File: src/rtl/de_stage_reg.sv
// rtl/de_stage_reg.sv - D/E pipeline register with load-use and MD-unit hazard stall.
// Optional DE_STALL_COUNT_EN adds a saturating stall_cnt output.
module de_stage_reg #(
  parameter logic [31:0] NOP_INSTR = 32'h0000_0000
) (
  input  logic        clk,
  input  logic        reset,
  input  logic [31:0] d_instr,
  input  logic [31:0] d_pc,
  input  logic [31:0] d_rs_val,
  input  logic [31:0] d_rt_val,
  input  logic [31:0] d_imm,
  input  logic        md_occupy,
  output logic [31:0] e_instr,
  output logic [31:0] e_pc,
  output logic [31:0] e_A1,
  output logic [31:0] e_A2,
  output logic [31:0] e_imm,
  output logic        stall_d,
`ifdef DE_STALL_COUNT_EN
  output logic [31:0] stall_cnt,
`endif
  output logic [1:0]  stall_cause
);

  typedef enum logic {RUN, HOLD} state_t;

  state_t      state_q, state_d;
  logic [1:0]  cause_q, cause_d;
  logic [31:0] e_instr_q, e_pc_q, e_a1_q, e_a2_q, e_imm_q;
  logic [31:0] e_instr_d, e_pc_d, e_a1_d, e_a2_d, e_imm_d;

  logic [5:0]  d_op, d_func, e_op;
  logic [4:0]  e_dest;
  logic        md_class, reads_rs, reads_rt, e_is_load;
  logic        ld_stall, md_stall;

  always_comb begin
    d_op      = d_instr[31:26];
    d_func    = d_instr[5:0];
    e_op      = e_instr_q[31:26];
    e_dest    = e_instr_q[20:16];
    md_class  = (d_op == 6'b000000) &&
                (d_func inside {6'b011000, 6'b011001, 6'b011010, 6'b011011,
                                6'b010000, 6'b010010, 6'b010001, 6'b010011});
    reads_rs  = !(d_op inside {6'b000010, 6'b000011, 6'b001111});
    reads_rt  = d_op inside {6'b000000, 6'b000100, 6'b000101,
                             6'b101011, 6'b101001, 6'b101000};
    e_is_load = e_op inside {6'b100011, 6'b100000, 6'b100100, 6'b100001, 6'b100101};
    // A load targeting $0 produces nothing a consumer could wait for.
    ld_stall  = e_is_load && (e_dest != 5'd0) &&
                ((reads_rs && (d_instr[25:21] == e_dest)) ||
                 (reads_rt && (d_instr[20:16] == e_dest)));
    md_stall  = md_class && md_occupy;
    stall_d   = ld_stall | md_stall;
  end

  always_comb begin
    cause_d = {md_stall, ld_stall};
    if (stall_d) begin
      e_instr_d = NOP_INSTR;
      e_pc_d    = 32'd0;
      e_a1_d    = 32'd0;
      e_a2_d    = 32'd0;
      e_imm_d   = 32'd0;
    end else begin
      e_instr_d = d_instr;
      e_pc_d    = d_pc;
      e_a1_d    = d_rs_val;
      e_a2_d    = d_rt_val;
      e_imm_d   = d_imm;
    end
  end

  always_ff @(posedge clk or posedge reset) begin
    if (reset) begin
      state_q   <= RUN;
      cause_q   <= 2'b00;
      e_instr_q <= NOP_INSTR;
      e_pc_q    <= 32'd0;
      e_a1_q    <= 32'd0;
      e_a2_q    <= 32'd0;
      e_imm_q   <= 32'd0;
    end else begin
      state_q   <= state_d;
      cause_q   <= cause_d;
      e_instr_q <= e_instr_d;
      e_pc_q    <= e_pc_d;
      e_a1_q    <= e_a1_d;
      e_a2_q    <= e_a2_d;
      e_imm_q   <= e_imm_d;
    end
  end

  always_comb begin
    state_d = state_q;
    case (state_q)
      RUN:     if (stall_d)  state_d = HOLD;
      HOLD:    if (!stall_d) state_d = RUN;
      default: state_d = RUN;
    endcase
  end

  // RUN implies the previous cycle had no stall, so the cause reads as none there.
  always_comb begin
    stall_cause = (state_q == HOLD) ? cause_q : 2'b00;
    e_instr     = e_instr_q;
    e_pc        = e_pc_q;
    e_A1        = e_a1_q;
    e_A2        = e_a2_q;
    e_imm       = e_imm_q;
  end

`ifdef DE_STALL_COUNT_EN
  logic [31:0] stall_cnt_q, stall_cnt_d;

  always_comb begin
    stall_cnt_d = stall_cnt_q;
    if (stall_d && (stall_cnt_q != 32'hFFFF_FFFF)) stall_cnt_d = stall_cnt_q + 32'd1;
  end

  always_ff @(posedge clk or posedge reset) begin
    if (reset) stall_cnt_q <= 32'd0;
    else       stall_cnt_q <= stall_cnt_d;
  end

  assign stall_cnt = stall_cnt_q;
`endif

endmodule
File: config.mk
export PLATFORM = sky130hd
export DESIGN_NAME = de_stage_reg
export DESIGN_NICKNAME = d
export VERILOG_FILES = /design/src/rtl/de_stage_reg.sv
export SDC_FILE = /design/constraint.sdc
export NUM_CORES = 1
export LEC_CHECK = 0
export ABC_CLOCK_PERIOD_IN_PS = 7500
export CAP_MARGIN = 40
export CORE_AREA = 2 2 128 130
export DETAILED_ROUTE_END_ITERATION = 8
export DIE_AREA = 0 0 130 132
export GPL_ROUTABILITY_DRIVEN = 1
export GPL_TIMING_DRIVEN = 0
export PLACE_DENSITY = 0.79
export REMOVE_ABC_BUFFERS = 1
export SETUP_SLACK_MARGIN = 0.05
export SLEW_MARGIN = 20
export SYNTH_ARGS = -nofsm -noshare
export SYNTH_HDL_FRONTEND = slang
export SYNTH_SLANG_ARGS = --single-unit
File: constraint.sdc
create_clock -name clk -period 7.5 [get_ports clk]
set_input_delay 0.75 -clock clk [delete_from_list [all_inputs] [get_ports clk]]
set_output_delay 0.75 -clock clk [all_outputs]
set_load 0.05 [all_outputs]
==> summary.txt <==
Drt
  – Via count: 4831
  – Antenna Nets Post-Route: 0
  – Post-Route WL: 17100 um
  – Iter 0 DRT Violations: 172
  – Routed vias/inst: 4.36
  – DRT Pass-1 Iters: 4
  – Drt drc: 0
  – Routed len/inst: 15.5 um

Die
  – Chip width: 130 um
  – Placeable Area: 15700 sq um
  – Initial Util: 36.0%
  – Die area: 17200 sq um
  – Die height: 132 um
  – Row Count: 46
  – IO Pins: 326

Finish
  – Commonest non-fill, non-tap cell in the layout: clkdlybuf4s50_1
  – Design area: 9990 sq um
  – Most frequent cells in the layout: clkdlybuf4s50_1, dfrtp_1, nor2_1, nand2_1, clkbuf_16
  – Layout cell share with drive strength beyond 1: 6.17%
  – Core Util, Final: 63.6%
  – Syn-to-layout area delta: 76.4%
  – Layout Nets: 1041
  – Antenna cell count: 0

Flow run
  – Max Cap Viol: 0

Timing
  – RSZ-0062 raised after global routing: no
  – Slew margin rel.: 57.8%
  – Final TNS setup: 0 ns
  – Final hold violation count: 0
  – Fin crit period: 4.61 ns
  – Period utilisation layout: 61.4%
  – Fin. max-slew vios: 0
  – Slew of the pin with the lowest slew margin: 0.631 ns
  – Worst clock skew: 0.00765 ns
  – Final setup violation count: 0
  – Final setup margin: 2.89 ns
  – Max Clk Rate: 217 MHz

Critical path
  – Setup crit start: d_instr[18]
  – CP Max Fanout: 16
  – WP data arrival: 3.86 ns
  – FF-to-FF Start: e_instr[18]$_DFF_PP0_
  – Reg2reg path depth: 10
  – Reg-to-Reg End: e_A1[19]$_DFF_PP0_
  – CP Launch Type: primary input
  – Worst path required time: 6.75 ns
  – Worst Setup End Kind: output pin
  – Worst R2R Setup Slack: 4.61 ns
  – Critical path class: in -> out

Synthesis
  – Synth Instances: 547
  – Area share of the largest cell type after synthesis: 72.1%
  – Register area share after synthesis: 72.1%
  – Yosys warns: 0
  – Ranking of synthesized cells by area: dfrtp_1, nor2_1, nand2_1, clkbuf_1, xor2_1
  – Post-Syn Area per Cell: 10.3 sq um
  – Seq cells post-synth: 163
  – Post-synth top area cell: dfrtp_1
  – Distinct cells, synth: 24
  – Mapped Area: 5660 sq um

Power and ir drop
  – VDD IR-drop max: 0.136 mV
  – Leak: 4.75 nW
  – Pwr Total: 2.29 mW
  – PwrDens: 230 nW/um^2

Global route
  – Total track usage: 20.6%
  – Grt total ovfl: 0
  – Vias in the first global route: 5152
  – Largest net degree at the start of global routing: 84
  – Initial antenna violation count: 0
  – First-pass GRT wire length: 26700 um

Clocking
  – Root Driver: clkbuf_16
  – CTS HTree Levels: 4
  – Clock Pin Slew Worst Setup and Hold Paths: 0.06 ns
  – Hold buffer count at cts: 0
  – Skew-Pair Late Insertion Delay: 0.42 ns
  – Post-CTS setup buffer count: 0
  – CTS tree: done
  – CTS sink cnt: 163
  – Maximum buffer depth of the clock tree: 2
  – CTS resizes: 0
  – CTS Buf Count: 17

Placement
  – DP Worst Slack: 2.92 ns
  – Post-DP HPWL: 12800 um
  – Placed inst area: 9340 sq um
  – Port Buf Inserts: 325
  – Routability Congestion: 0.765

Run status
  – Status: complete, no violations

Min path
  – Hold depth: 3
  – Hold_sp: e_instr[31]$_DFF_PP0_
  – HP Class: reg -> reg
  – Worst Hold Path EP: e_instr[3]$_DFF_PP0_
## metal layers
metal | track usage, % | routed length [um] | part of all wire [%] | up-vias
met5 | 0 | 0 | 0 | -
met4 | 9.62 | 567 | 3.3 | 0
met1 | 22.1 | 6310 | 37 | 2271
met3 | 8.56 | 1500 | 8.7 | 38
li1 | - | - | - | 2311
met2 | 34.9 | 8760 | 51 | 211
## stage by stage
step	instances	hold WS, ns
after global placement	1054	1.27
after detailed placement	1075	0.724
final	1107	0.745
after floorplan	513	0.858
after CTS	1107	0.752
after global routing	1107	0.785
## area by class of cell
type                            count  area [sq um]
Fill cell                        1222          5730
Sequential cell                   163          4080
Timing Repair Buffer              346          3530
Multi-Input combinational cell    347          1440
Clock buffer                       20           467
Tap cell                          216           270
Clock inverter                     12           179
Inverter                            3          18.8
## worst max-delay path, cell delays in order
cell and delay [ns]:
clkdlybuf4s50_1 0.45, xor2_1 0.17, nor4_1 0.35, nand4_1 0.20, a221oi_4 0.55, buf_6 0.25
buf_6 0.17, nand2b_1 0.14, clkdlybuf4s50_1 0.82
## how the worst max path moves through the flow
stage | end | slack (ns) | depth (start not counted)
CTS | stall_d | 2.86 | 9
finish | stall_d | 2.89 | 9
global placement | stall_d | -4.41 | 7
detailed placement | stall_d | 2.92 | 9
floorplan | stall_d | -0.33 | 5
global route | stall_d | 2.75 | 9
## synthesized netlist by cell type
cell type  number
nand2b_1        1
nor2_1        157
o211ai_1        1
o31ai_1         1
buf_1           4
nand2_1       153
xor2_1          7
nand3_1         1
inv_1           3
and2_1          2
o21ai_0         1
xnor2_1         3
dfrtp_1       163
nor3_1          2
buf_2          10
nand4_1         3
nor4_1          1
clkbuf_1       20
a21oi_1         1
nor2b_1         9
nor4bb_1        1
and3_1          1
nand3b_1        1
a221oi_2        1
## flip-flops by register name (all words and copies together), names as in the netlist
name	flops
e_imm	32
cause_q	2
e_instr	32
e_A2	32
e_A1	32
e_pc	32
state_q	1
## power by group
| part | internal (mW) | switching [mW] |
|---|---|---|
| logic | 0.170 | 0.252 |
| registers | 0.925 | 0.0149 |
| clock network | 0.584 | 0.348 |
## logic make-up (layout without fill, tap and decap cells)
kind of cell              count (synthesis)  count (layout)  share of synthesized area, %
AOI/OAI and AO/OA                         5               5                         0.707
xor gates and xnor gates                 10              10                          1.55
buffers and inverters                    37             381                          2.67
DFF                                     163             163                          72.1
and+or+nand+nor                         332             332                          23.0
Power figures use the tool's default switching activity.
==> RTL edit 1, RTL diff (same settings) <==
Add a define of `DE_STALL_COUNT_EN`.
--- a/src/rtl/de_stage_reg.sv
+++ b/src/rtl/de_stage_reg.sv
@@ -1,5 +1,7 @@
 // rtl/de_stage_reg.sv - D/E pipeline register with load-use and MD-unit hazard stall.
 // Optional DE_STALL_COUNT_EN adds a saturating stall_cnt output.
+`define DE_STALL_COUNT_EN
+
 module de_stage_reg #(
   parameter logic [31:0] NOP_INSTR = 32'h0000_0000
 ) (
Check against the original RTL (old outputs only; new: stall_cnt): equivalent (equiv_simple and equiv_induct, registers matched by name and starting in step).
==> RTL edit 1 against the original RTL <==
  * Cell area is 17% higher
  * Area after synthesis is 28% higher
  * Worst setup slack better by 0.21 ns
  * Sequential cell count is 32 higher
  * Sequential share of layout area is 0.88 points higher
  * Clock power is 6.9% lower
  * Total power is 6.2% higher
  * Routed wire length is 34% higher
  * Critical endpoint unchanged
  * Largest cell class unchanged
  * Largest power group unchanged
  * Highest routed layer is now met5
==> RTL edit 1: results <==
pwr:
  ir_drop_uv: 170
  p_comb_share_pct: 18.4
  p_clk_w: 0.000868
  cellPowerDensity_mw_per_mm2: 208
  power_switching_w: 0.000675
  p_leak_nw: 5.20
run_status:
  status: "finished, final reports clean"
clock_tree:
  cts_root_buf: "clkbuf_16"
  h-tree-depth: 4
  insertion_delay_ns: 0.43
  cts_setup_buffers: 0
timing:
  hold_ws_ns: 0.501
  worst_pin_slew_ns: 0.653
  fin_worst_skew_ns: 0.0103
  worst_slack_ns: 3.11
detailed_routing:
  drt_pre_antenna_iters: 4
  wl_per_cell_um: 20.1
  via_count: 5912
  avgViaCountPerCell: 5.17
  drtIter0Drc: 385
critical_path:
  rrSetupSlack_ns: 5.13
  arrival_ns: 3.64
  rr_endpoint: "stall_cnt[29]"
  path_max_fanout: 22
  rr_worst_depth: 7
logic_synthesis:
  seq_area_frac_synth_pct: 67.2
  synth.distinct_cells: 37
  avgSynthCellArea_um2: 12.7
  ys_top_cells_by_area: "dfrtp_1 67%, and3_1 14%, xor2_1 3.4%"
  yosys-top-cells-count: "195 x dfrtp_1, 159 x and3_1, 37 x clkbuf_1"
placed_design:
  place_congestion: 0.929
  port_buffers: 357
  dp_hpwl_um: 17100
  placed_cells: 1111
  placed_cell_area_mm2: 0.0111
cells_and_area:
  drive_gt1_share_pct: 5.93
  syn_to_final_growth_pct: 61.0
  fillers: 1030
  antennaDiodeCount: 0
worst_hold_path:
  holdPathStages: 1
  hold_start: "stall_cnt[26]"
  holdPathEnd: "stall_cnt[26]"
global_route:
  grt_max_degree: 103
  track_usage_pct: 27.0
  antenna_found_initial: 1
  grt_pass1_wl_um: 34900
  grt_pass1_vias: 6126
## RTL edit 1: cell count changes in the layout (fill, tap and decap cells not counted), moves of 21 or more
cell / before / now
and3_1: 1 / 159
clkdlybuf4s50_1: 325 / 357
xor2_1: 7 / 28
nand2_1: 153 / 19
dfrtp_1: 163 / 195
nor2_1: 157 / 9
## RTL edit 1: kinds of logic (layout without fill, tap and decap cells)
logic type / Yosys count / in the layout / share of synthesized area, %
compound gates: 38 / 38 / 4.15
xor+xnor: 37 / 37 / 4.46
fa+ha+maj: 1 / 1 / 0.172
buf+inv: 49 / 407 / 2.91
flops: 195 / 195 / 67.2
mux: 4 / 4 / 0.620
simple gates: 246 / 246 / 20.5
## RTL edit 1: worst max-delay path by stage
stage / start / endpoint
after detailed placement: md_occupy / stall_d
after floorplan: reset / cause_q[0]
final: d_instr[2] / stall_d
after global placement: d_instr[2] / stall_d
after global routing: md_occupy / stall_d
after CTS: d_instr[2] / stall_d
## RTL edit 1: worst max-delay path, cell delays in order
cell	delay [ns]
clkdlybuf4s50_1	0.42
nor4bb_1	0.31
nand4_1	0.53
buf_6	0.38
buf_8	0.17
buf_6	0.16
nand2_1	0.09
clkdlybuf4s50_1	0.81
## RTL edit 1: area by class of cell
class                      count  share of cell area, %
clock buffer                  21                   3.94
clock inverter                11                  0.899
inverter                       5                  0.225
multi-input combinational    326                   18.6
sequential                   195                   41.7
tap                          216                   2.31
timing repair buffer         370                   32.3
## RTL edit 1: per-layer routing
metal | up-vias | track usage, % | wire, um
met2 | 240 | 46.5 | 11900
met5 | - | 0 | 13
met3 | 47 | 9.17 | 2050
li1 | 2687 | - | -
met4 | 2 | 9.80 | 702
met1 | 2936 | 31.0 | 8270
==> RTL edit 2, RTL diff (same settings) <==
Without the edit above. `e_imm_q` no longer has a reset.
--- a/src/rtl/de_stage_reg.sv
+++ b/src/rtl/de_stage_reg.sv
@@ -80,7 +80,6 @@
       e_pc_q    <= 32'd0;
       e_a1_q    <= 32'd0;
       e_a2_q    <= 32'd0;
-      e_imm_q   <= 32'd0;
     end else begin
       state_q   <= state_d;
       cause_q   <= cause_d;
@@ -88,8 +87,11 @@
       e_pc_q    <= e_pc_d;
       e_a1_q    <= e_a1_d;
       e_a2_q    <= e_a2_d;
-      e_imm_q   <= e_imm_d;
     end
+  end
+
+  always_ff @(posedge clk) begin
+    e_imm_q <= e_imm_d;
   end
 
   always_comb begin
Check against the original RTL: not equivalent (Yosys sat finds a counterexample within 4 cycles, from zero or initial values and one cycle with reset high).
==> RTL edit 2 against the original RTL <==
  * Sequential power barely moved
  * Total power down 5.0%
  * Routed wire length shrank 6.0%
  * Sequential cell count unchanged
  * Area after synthesis down 2.8%
  * Worst hold slack improved by 0.026 ns
  * Fmax shrank 2.7%
  * Register-to-register slack gained 0.08 ns
  * Via count decreased by 0.52%
  * Synthesized cell count unchanged
  * Combinational power decreased by 1%
  * Worst setup slack got worse by 0.13 ns
  * Cell count about the same
  * Cell area fell by 2.4%
  * Largest cell class unchanged
==> RTL edit 2: results <==
global_route:
  grtUsageMet2_pct: 33.1
  grt_pass1_vias: 4985
  grt_use_met1_pct: 19.5
logic_synthesis:
  async_reset_ff_share_pct: 80.4
  yosys-top-cells-count: "157 x nor2_1, 153 x nand2_1, 131 x dfrtp_1"
  synth.distinct_cells: 26
placed_design:
  placed_cell_area_mm2: 0.00917
  place_ws_ns: 2.74
  dp_hpwl_um: 12300
  placed_cells: 1074
cells_and_area:
  clock_cell_area_share_pct: 5.91
  nNonClkBuffers: 345
  seq_share_pct: 40.2
  multi_input_area_share_pct: 14.8
  buffer_area_share_pct: 36.1
  fillers: 1256
  nFlopsAndLatches: 163
pwr:
  ir_drop_uv: 134
  p_leak_nw: 4.61
detailed_routing:
  wl_met2_um: 8320
  drtIter0Drc: 184
  met1_length_um: 5650
critical_path:
  cp-startpoint: "d_instr[29]"
  path_max_fanout: 19
worst_hold_path:
  min_path_type: "in -> async"
run_status:
  status: "finished, final reports clean"
timing:
  fin_worst_skew_ns: 0.00807
RTL edit 2: cell types whose count changed after synthesis, sizes merged:
cell / unedited run / this run
buf: 14 / 13
dfxtp: 0 / 32
dfrtp: 163 / 131
clkbuf: 20 / 21
RTL edit 2: final timing paths:
path | endpoint | slack [ns]
max reg2reg | e_instr[14] | 4.69
min in group clk | e_instr[31] | 0.79
max | stall_d | 2.76
min reg2reg | e_instr[31] | 0.79
max in group asynchronous | e_instr[8] | 6.05
min | e_pc[4] | 0.77
RTL edit 2: critical path, stage by stage:
cell and delay (ns):
clkdlybuf4s50_1 0.49, and3_1 0.20, o211ai_1 0.20, nand4_1 0.18, a221oi_4 0.58, buf_8 0.24
buf_6 0.20, buf_8 0.17, nand2b_1 0.13, clkdlybuf4s50_1 0.82
RTL edit 2: power by group:
group	total (W)	leakage, nW	internal [W]	switching (W)
registers	0.000937	1.80	0.000923	0.0000146
logic	0.000417	2.52	0.000170	0.000247
clock network	0.000825	0.281	0.000483	0.000342
total	0.00218	4.61	0.00158	0.000603
